`src/rtl/conv_pkg.sv`:
```
// Shared types and width helpers for the convolution window address generator
// and its sibling generators.
package conv_pkg;

    typedef enum logic [1:0] {
        IDLE = 2'd0,
        RUN  = 2'd1,
        DONE = 2'd2
    } state_t;

    // Width of a flat channel-major input-buffer address.
    function automatic int addr_width(input int ch, input int h, input int w);
        return (ch * h * w > 1) ? $clog2(ch * h * w) : 1;
    endfunction

    // Signed pixel-coordinate width: enough magnitude for the largest
    // dimension plus padding, plus one sign bit.
    function automatic int coord_width(input int w, input int h, input int p_max);
        int m;
        m = (w > h) ? w : h;
        return $clog2(m + p_max + 1) + 1;
    endfunction

    // Width of a channel index, never narrower than one bit.
    function automatic int ch_width(input int ch);
        return (ch > 1) ? $clog2(ch) : 1;
    endfunction

endpackage

```
`src/rtl/conv_tap_counter.sv`:
```
// Nested kx / ky / c tap counter for one output pixel. kx is innermost, then
// ky, then c. The wrap flags mark the last value of each level so callers can
// detect the final tap of a pixel without extra comparators.
module conv_tap_counter
    import conv_pkg::*;
#(
    parameter int CH    = 2,
    parameter int K_MAX = 5
) (
    input  logic                          clk,
    input  logic                          rst,
    input  logic                          clear,
    input  logic                          advance,
    input  logic [$clog2(K_MAX+1)-1:0]    k,
    output logic [$clog2(K_MAX+1)-1:0]    kx,
    output logic [$clog2(K_MAX+1)-1:0]    ky,
    output logic [ch_width(CH)-1:0]       c,
    output logic                          kx_wrap,
    output logic                          ky_wrap,
    output logic                          c_wrap
);

    localparam int KW  = $clog2(K_MAX + 1);
    localparam int CHW = ch_width(CH);

    assign kx_wrap = (kx == k - KW'(1));
    assign ky_wrap = (ky == k - KW'(1));
    assign c_wrap  = (c == CHW'(CH - 1));

    // Step the innermost counter on every accepted beat and ripple carries outward.
    always_ff @(posedge clk) begin
        if (rst || clear) begin
            kx <= '0;
            ky <= '0;
            c  <= '0;
        end else if (advance) begin
            if (!kx_wrap) begin
                kx <= kx + KW'(1);
            end else begin
                kx <= '0;
                if (!ky_wrap) begin
                    ky <= ky + KW'(1);
                end else begin
                    ky <= '0;
                    if (!c_wrap) begin
                        c <= c + CHW'(1);
                    end else begin
                        c <= '0;
                    end
                end
            end
        end
    end

endmodule

```
`src/rtl/conv_window_addr_gen.sv`:
```
// Walks every output pixel of a 2-D convolution and emits one input-buffer
// address per beat for each channel and kernel tap, flagging taps that fall
// into the zero-padding border. Pixel origins are tracked incrementally so the
// loop never multiplies by a runtime value.
module conv_window_addr_gen
    import conv_pkg::*;
#(
    parameter int IN_W  = 8,
    parameter int IN_H  = 8,
    parameter int CH    = 2,
    parameter int K_MAX = 5,
    parameter int S_MAX = 3,
    parameter int P_MAX = 2
) (
    input  logic                                   clk,
    input  logic                                   rst,
    input  logic                                   start,
    input  logic [$clog2(K_MAX+1)-1:0]             cfg_kernel_width,
    input  logic [$clog2(S_MAX+1)-1:0]             cfg_stride,
    input  logic [$clog2(P_MAX+1)-1:0]             cfg_pad,
    output logic                                   out_valid,
    input  logic                                   out_ready,
    output logic [addr_width(CH, IN_H, IN_W)-1:0]  out_addr,
    output logic                                   out_is_pad,
    output logic                                   out_last_tap,
    output logic                                   out_last,
    output logic                                   busy,
    output logic                                   done,
    output logic                                   cfg_err
);

    localparam int KW    = $clog2(K_MAX + 1);
    localparam int SW    = $clog2(S_MAX + 1);
    localparam int PW    = $clog2(P_MAX + 1);
    localparam int AW    = addr_width(CH, IN_H, IN_W);
    localparam int CW    = coord_width(IN_W, IN_H, P_MAX);
    localparam int EW    = CW + 2;
    localparam int CHW   = ch_width(CH);
    localparam int PLANE = IN_H * IN_W;

    // Extended-width constants so window-extent sums never overflow.
    localparam logic signed [EW-1:0] IN_W_E  = EW'(IN_W);
    localparam logic signed [EW-1:0] IN_H_E  = EW'(IN_H);
    localparam logic signed [EW-1:0] K_MAX_E = EW'(K_MAX);
    localparam logic signed [EW-1:0] S_MAX_E = EW'(S_MAX);
    localparam logic signed [EW-1:0] P_MAX_E = EW'(P_MAX);

    state_t state, state_next;

    logic [KW-1:0]         k_q;
    logic [SW-1:0]         s_q;
    logic [PW-1:0]         p_q;
    logic signed [CW-1:0]  org_x, org_y;

    logic [KW-1:0]         kx, ky;
    logic [CHW-1:0]        c_idx;
    logic                  kx_wrap, ky_wrap, c_wrap;

    logic signed [EW-1:0]  req_k, req_s, req_p;
    logic                  cfg_illegal;
    logic                  start_ok, start_bad;

    logic signed [CW-1:0]  step_s, neg_p_q, neg_p_req;
    logic signed [EW-1:0]  org_x_e, org_y_e, k_e, s_e, p_e, ix_e, iy_e;
    logic [EW-1:0]         ix_u, iy_u;
    logic                  in_bounds;
    logic [AW-1:0]         addr_calc;

    logic                  tap_last, x_wrap, y_wrap, run_last, fire;

    // ---------------------------------------------------------------
    // Config legality, judged on the live cfg inputs at start time
    // ---------------------------------------------------------------
    assign req_k = $signed({{(EW-KW){1'b0}}, cfg_kernel_width});
    assign req_s = $signed({{(EW-SW){1'b0}}, cfg_stride});
    assign req_p = $signed({{(EW-PW){1'b0}}, cfg_pad});

    // Reject zero sizes, out-of-range values, and kernels wider than the padded map.
    always_comb begin
        cfg_illegal = (req_k == '0) || (req_s == '0) ||
                      (req_k > K_MAX_E) || (req_s > S_MAX_E) || (req_p > P_MAX_E) ||
                      (req_k > IN_W_E + req_p + req_p) ||
                      (req_k > IN_H_E + req_p + req_p);
    end

    assign start_ok  = (state == IDLE) && start && !cfg_illegal;
    assign start_bad = (state == IDLE) && start && cfg_illegal;

    // ---------------------------------------------------------------
    // Tap counter (kx innermost, then ky, then channel)
    // ---------------------------------------------------------------
    conv_tap_counter #(
        .CH    (CH),
        .K_MAX (K_MAX)
    ) u_tap_counter (
        .clk     (clk),
        .rst     (rst),
        .clear   (start_ok),
        .advance (fire),
        .k       (k_q),
        .kx      (kx),
        .ky      (ky),
        .c       (c_idx),
        .kx_wrap (kx_wrap),
        .ky_wrap (ky_wrap),
        .c_wrap  (c_wrap)
    );

    assign tap_last = kx_wrap && ky_wrap && c_wrap;

    // ---------------------------------------------------------------
    // Pixel origin arithmetic
    // ---------------------------------------------------------------
    assign step_s    = $signed({{(CW-SW){1'b0}}, s_q});
    assign neg_p_q   = -$signed({{(CW-PW){1'b0}}, p_q});
    assign neg_p_req = -$signed({{(CW-PW){1'b0}}, cfg_pad});

    assign org_x_e = {{2{org_x[CW-1]}}, org_x};
    assign org_y_e = {{2{org_y[CW-1]}}, org_y};
    assign k_e     = $signed({{(EW-KW){1'b0}}, k_q});
    assign s_e     = $signed({{(EW-SW){1'b0}}, s_q});
    assign p_e     = $signed({{(EW-PW){1'b0}}, p_q});

    // The next window along a row/column would spill past the padded edge.
    assign x_wrap   = (org_x_e + s_e + k_e) > (IN_W_E + p_e);
    assign y_wrap   = (org_y_e + s_e + k_e) > (IN_H_E + p_e);
    assign run_last = tap_last && x_wrap && y_wrap;

    assign ix_e = org_x_e + $signed({{(EW-KW){1'b0}}, kx});
    assign iy_e = org_y_e + $signed({{(EW-KW){1'b0}}, ky});
    assign ix_u = ix_e;
    assign iy_u = iy_e;

    assign in_bounds = !ix_e[EW-1] && (ix_e < IN_W_E) &&
                       !iy_e[EW-1] && (iy_e < IN_H_E);

    // Only meaningful when in_bounds; the multiplies are by elaboration constants.
    assign addr_calc = AW'(c_idx) * AW'(PLANE) + AW'(iy_u) * AW'(IN_W) + AW'(ix_u);

    // Latch the config on an accepted start and step the origins after each pixel's last tap.
    always_ff @(posedge clk) begin
        if (rst) begin
            k_q   <= '0;
            s_q   <= '0;
            p_q   <= '0;
            org_x <= '0;
            org_y <= '0;
        end else if (start_ok) begin
            k_q   <= cfg_kernel_width;
            s_q   <= cfg_stride;
            p_q   <= cfg_pad;
            org_x <= neg_p_req;
            org_y <= neg_p_req;
        end else if (fire && tap_last) begin
            if (x_wrap) begin
                org_x <= neg_p_q;
                if (!y_wrap) begin
                    org_y <= org_y + step_s;
                end
            end else begin
                org_x <= org_x + step_s;
            end
        end
    end

    // ---------------------------------------------------------------
    // Control FSM
    // ---------------------------------------------------------------
    // State register.
    always_ff @(posedge clk) begin
        if (rst) begin
            state <= IDLE;
        end else begin
            state <= state_next;
        end
    end

    // Next-state: start only matters in IDLE, the final accepted beat ends RUN.
    always_comb begin
        state_next = state;
        case (state)
            IDLE:    if (start && !cfg_illegal) state_next = RUN;
            RUN:     if (fire && run_last)      state_next = DONE;
            DONE:    state_next = IDLE;
            default: state_next = IDLE;
        endcase
    end

    // Beat outputs are decoded from held counters, so a stall keeps them stable.
    always_comb begin
        out_valid    = 1'b0;
        out_addr     = '0;
        out_is_pad   = 1'b0;
        out_last_tap = 1'b0;
        out_last     = 1'b0;
        busy         = (state != IDLE);
        if (state == RUN) begin
            out_valid    = 1'b1;
            out_is_pad   = !in_bounds;
            out_addr     = in_bounds ? addr_calc : '0;
            out_last_tap = tap_last;
            out_last     = run_last;
        end
    end

    assign fire = out_valid && out_ready;

    // Registered status pulses: done follows the DONE cycle, cfg_err follows a rejected start.
    always_ff @(posedge clk) begin
        if (rst) begin
            done    <= 1'b0;
            cfg_err <= 1'b0;
        end else begin
            done    <= (state == DONE);
            cfg_err <= start_bad;
        end
    end

endmodule

```
`config.mk`:
```
export PLATFORM = sky130hd
export DESIGN_NAME = conv_window_addr_gen
export DESIGN_NICKNAME = d
export VERILOG_FILES = /design/src/rtl/conv_pkg.sv /design/src/rtl/conv_tap_counter.sv /design/src/rtl/conv_window_addr_gen.sv
export SDC_FILE = /design/constraint.sdc
export NUM_CORES = 1
export LEC_CHECK = 0
export ABC_AREA = 1
export BUFFER_PORTS_ARGS = -buffer_cell sky130_fd_sc_hd__buf_2
export CAP_MARGIN = 0
export CORE_ASPECT_RATIO = 0.8
export CORE_MARGIN = 3
export CORE_UTILIZATION = 60
export CTS_BUF_LIST = sky130_fd_sc_hd__clkbuf_16
export CTS_CLUSTER_DIAMETER = 200
export CTS_CLUSTER_SIZE = 10
export DETAILED_ROUTE_END_ITERATION = 7
export GPL_TIMING_DRIVEN = 0
export MAX_ROUTING_LAYER = met4
export PLACE_DENSITY = 0.77
export SKIP_LAST_GASP = 1
export SLEW_MARGIN = 20
export SYNTH_ARGS = -nofsm -noshare
export SYNTH_HDL_FRONTEND = slang
export SYNTH_SLANG_ARGS = --single-unit
```
`constraint.sdc`:
```
create_clock -name clk -period 3.7 [get_ports clk]
set_input_delay 0.74 -clock clk [delete_from_list [all_inputs] [get_ports clk]]
set_output_delay 0.74 -clock clk [all_outputs]
set_load 0.02 [all_outputs]
```
# == After elaboration in Yosys (flattened, before gate mapping) ==
# Cells that the tools add are included.
# classes
n_addsub,19
order_cmp,8
n_reduce_logical,35
eq_ne,7
mux,19
# op_table
operator,n
$mux W5,7
$add A6 B4 Y7,2
$add A7 B7 Y7,2
$logic_and A1 B1 Y1,14
$logic_not A7 Y1,2
$mux W7,2
$add A5 B3 Y6,2
$add A5 B4 Y6,2
$lt A6 B5 Y1 const B,2
$add A4 B2 Y5 const A,2
$add A5 B3 Y5,2
$neg A2 Y5,2
$gt A7 B6 Y1,1
$gt A7 B7 Y1,1
$logic_or A1 B1 Y1,7
$add A3 B1 Y3 const B,2
$add A5 B2 Y6,1
$eq A3 B3 Y1,2
$gt A3 B6 Y1,1
$mux W3,2
$reduce_and A3 Y1,2
$reduce_bool A2 Y1,3
$mux W1,5
$gt A2 B2 Y1 const B,2
12 further kinds,18
# word_totals
out_inout_bits,14
ff_bits,28
in_bits,11

# == Logic depth before layout (Yosys ltp) ==
# depth
word_depth,11
mapped_depth,16
ltp_nobuf,16

# == Hierarchy ==
# From an unflattened synthesis, not the netlist that was laid out.
# hier_totals
hier_cells,399
hier_area_um2,2756.4
# by_module_without_submodules
mod,cells_per_inst,instances,area_per_inst_um2,seq_area_each_um2
conv_window_addr_gen,321,1,2253.4,420.4
conv_tap_counter,78,1,503.0,140.1

# == Worst setup path before layout ==
# OpenSTA, ideal clock, no wires.
# synth_timing
kind,flip-flop to output port
start,reg org_x[0]
end,out out_addr[6]
path_slack_ps,26
n_path_buf,0
required_ps,2960
path_stages_with_launch,15
arrival_ps,2934
cell_sequence,dfxtp_1 > ha_1 > fa_1 > a21oi_1 > nor2_1 > xor2_1 > inv_1 > ha_1 > ha_1 > inv_1 > fa_1 > xor2_1 > inv_1 > or2_2 > a21oi_1
# synth_between
elab_chain_cells,7
elab_cells_between_ends,9
cone_classes,add/sub: 2; order compare: 1; mux: 2; reduce/logical: 4
# synth_lines
element,line_no,source
from (decl),conv_window_addr_gen.sv:53,"logic signed [CW-1:0] org_x, org_y;"
from (signal assigned),conv_window_addr_gen.sv:152,org_x <= neg_p_req;
from (signal assigned),conv_window_addr_gen.sv:156,org_x <= neg_p_q;
from (signal assigned),conv_window_addr_gen.sv:161,org_x <= org_x + step_s;
$add A5 B4 Y6 *,conv_window_addr_gen.sv:129,"assign ix_e = org_x_e + $signed({{(EW-KW){1'b0}}, kx});"
$lt A6 B5 Y1 or $logic_not A1 Y1 (tied branches),conv_window_addr_gen.sv:134,assign in_bounds = !ix_e[EW-1] && (ix_e < IN_W_E) &&
$logic_and A1 B1 Y1 (2 in a row),conv_window_addr_gen.sv:134,
$logic_and A1 B1 Y1,conv_window_addr_gen.sv:135,!iy_e[EW-1] && (iy_e < IN_H_E);
$mux W7 *,conv_window_addr_gen.sv:200,out_addr = in_bounds ? addr_calc : '0;
$mux W7 *,conv_window_addr_gen.sv:197,if (state == RUN) begin
to (decl),conv_window_addr_gen.sv:23,"output logic [addr_width(CH, IN_H, IN_W)-1:0] out_addr,"
# Every way passes the cells marked *; elsewhere a longest branch is shown, timed or not.

# == Worst setup path in the final report ==
# Same ends and word-level chain as after synthesis.

==> flow_summary.toml <==
[yosys]
synth_top_area_cell = "dfxtp_1"
synthFlopType = "dfxtp_1"
synth_top_area_share = 0.212
syn-num-nets = 434
ys_seq_area_frac = 0.212
synth.avg_cell_area_sq_um = 6.95
yosysUniqueCellTypes = 29
synth_top_cells_by_count = "nand2_1 (77), inv_1 (67), nor2_1 (36)"
syn_area_sq_um = 2640
ys_warn_count = 0
async_flop_share = 0
ys_seq_elements = 28
synth_edf_count = 0
synth_cells = 380
yosysMostFrequentCell = "nand2_1"
synth.area.top_cells = "dfxtp_1 (21%), ha_1 (15%), nand2_1 (11%)"

[worst_setup_path]
worstSetupStartpointType = "flip-flop"
crit_arrival_ns = 3.02
cp_slowest_cell = "dfxtp_4"
endpoint_kind = "primary output"
path_cells = "ha_4 > fa_2 > a21oi_2 > nor2_2 > xor2_1 > inv_2 > ha_4 > ha_4 > inv_2 > fa_2 > xor2_1 > inv_1 > or2_4 > a21oi_2 > buf_4"
required_ns = 2.96
crit_top_cell = "ha_4"
crit_type = "flip-flop to primary output"
slowest_delay_ns = 0.36
worst-path-max-fanout = 2
cpLargestDelayFamily = "adder cells"
critPathBufInv = 4

[sta]
rsz0062_at_grt = "true"
min_period_over_period = 1.02
finalHoldViolCount = 0
drv_slew = 0
relSlewSlack = 0.720
layout_setup_ws_ns = -0.0610
finalCriticalPeriod_ns = 3.76
fmax_mhz = 266
skew_ns = 0.00620
worst_slew_pin_slew_ns = 0.419
finalSetupViolations = 1

[grt]
grtUsageTotal = 0.265
grt_first_pass_wirelength_microns = 10700
grt_max_degree = 17
grt_pass1_vias = 2297
antenna_found_initial = 0
grt.overflow.total = 0

[clock_network]
clk_path_buf_depth = 2
h-tree-depth = 1
clock_latency_ns = 0.27
tritoncts = "done"
clock_sinks = 28
path_clk_slew_ns = 0.07
numCtsBuffers = 3
cts_root_buf = "clkbuf_16"

[detailed_routing]
first_pass_iters = 4
vias_per_cell = 5.30
drcViolationCount = 0
route.vias.total = 2500
wire_per_inst_microns = 13.5
wl_microns = 6370
drt_iter0_drc = 150
ant_nets = 0

[power]
p_switching_mw = 0.309
internal_power_mw = 0.645
sw_frac_of_total = 0.324
power.leakage_nw = 1.57
peakVddDrop_v = 0.000255
p_per_area_nw_per_um2 = 308
power_frac_clock = 0.339
combPwrFrac = 0.307
p_seq_frac = 0.354

[layout]
area_delta_synth_final_pct = 17.4
layout.nets = 472
num_antenna_cells = 0
stdcell_count = 472
utilization = 0.774
drive_gt1_frac = 0.187

[placed_design]
portBuffers = 24
place_hpwl_microns = 5050
place.gp.congestion = 0.862
dp.cells = 459

[floorplanning]
io_pins = 25
dieArea_sq_um = 5240
core_region_area_sq_um = 4000
rows = 20
initial_core_util = 0.659
die_height_microns = 65.3
die_x_microns = 80.2

[job]
cap_violations = 0

[min_path]
hp-class = "flip-flop to flip-flop"

[run_status]
status = "finished, violations left"
violations = "negative setup slack"
placed cells by master (no fill, tap or decap), types with 3 or more instances in the layout:
master / count
nand2_1: 75
inv_1: 63
nor2_1: 35
ha_1: 29
a21oi_1: 28
nand3_1: 28
buf_2: 26
dfxtp_1: 22
xor2_1: 11
o21ai_0: 11
buf_4: 11
fa_1: 9
nor3_1: 8
inv_2: 7
o21ai_1: 7
xnor2_1: 6
nor2_2: 3
nand2_2: 3
ha_4: 3
clkbuf_16: 3
dfxtp_4: 3
dfxtp_2: 3
path summary, 6_finish.rpt:
| kind | startpoint | end | slack (ns) | cells after the start |
|---|---|---|---|---|
| worst max-delay path | org_x[0]$_SDFFE_PP0P_ | out_addr[6] | -0.06 | 15 |
| worst max register to register | s_q[1]$_SDFFE_PP0P_ | org_y[1]$_SDFFE_PP0P_ | 0.89 | 15 |
| worst min register to register | state[0]$_SDFFE_PP0P_ | done$_SDFF_PP0_ | 0.47 | 1 |
| worst min-delay path | state[0]$_SDFFE_PP0P_ | done$_SDFF_PP0_ | 0.47 | 1 |
per-layer routing:
metal	GRT usage	part of all wire	vias to the layer above
met2	0.414	0.44	81
li1	-	-	1282
met4	0.0211	0.011	0
met3	0.0370	0.084	8
met5	-	0	-
met1	0.381	0.46	1129
stage by stage:
step	instance area (sq um)	hold WS [ns]	TNS (ns)	total power [mW]	setup slack (ns)
after floorplan	2640	0.440	0	0.543	0.0258
after global placement	2830	0.455	-0.0729	0.603	-0.0729
after detailed placement	2830	0.459	-0.146	0.611	-0.146
after CTS	3030	0.467	-0.143	0.940	-0.143
after global routing	3100	0.490	-0.203	1.02	-0.195
final	3100	0.466	-0.0610	0.955	-0.0610
logic make-up (layout without fill, tap and decap cells):
family,Yosys count,in the layout,synth area share
simple gates,165,165,0.283
buf+inv,75,112,0.111
compound gates,51,51,0.0986
fa+ha+maj,43,43,0.235
flops,28,28,0.212
xor+xnor,18,18,0.0597
sequential cells by signal (all words and copies together), names as in the netlist:
name	cells
p_q	2
done	1
u_tap_counter.c	1
u_tap_counter.kx	3
cfg_err	1
u_tap_counter.ky	3
state	2
k_q	3
org_y	5
org_x	5
s_q	2
final cells by class:
cell class	count	area, sq um
flip-flops and latches	28	576
repair buffers	33	193
inverters	70	263
clock inverters	1	30.0
plain buffers	5	31.3
well taps	55	68.8
clock buffers	3	75.1
fillers	312	905
multi-input cells	277	1860
worst reg2reg max path, delay by kind of cell (launching register included):
family,cells,cell delay [ns]
AND/OR/NAND/NOR,7,0.70
adder cells (fa/ha/maj),3,1.03
flip-flops,1,0.37
XOR/XNOR,1,0.19
buffers and inverters,4,0.41
repair_timing:
item	4_1_cts	5_1_grt
resized for setup	19	13
setup buffers	4	5
pin swaps	10	10
setup endpoints to repair	3	2
hold buffers	0	0
power groups by stage:
stage / logic (mW) / registers, mW / clock network (mW)
after CTS: 0.280 / 0.337 / 0.323
after global placement: 0.259 / 0.344 / 0
after detailed placement: 0.267 / 0.345 / 0
after global routing: 0.340 / 0.340 / 0.338
after floorplan: 0.205 / 0.338 / 0
final: 0.293 / 0.338 / 0.323
Power figures use the tool's default switching activity.
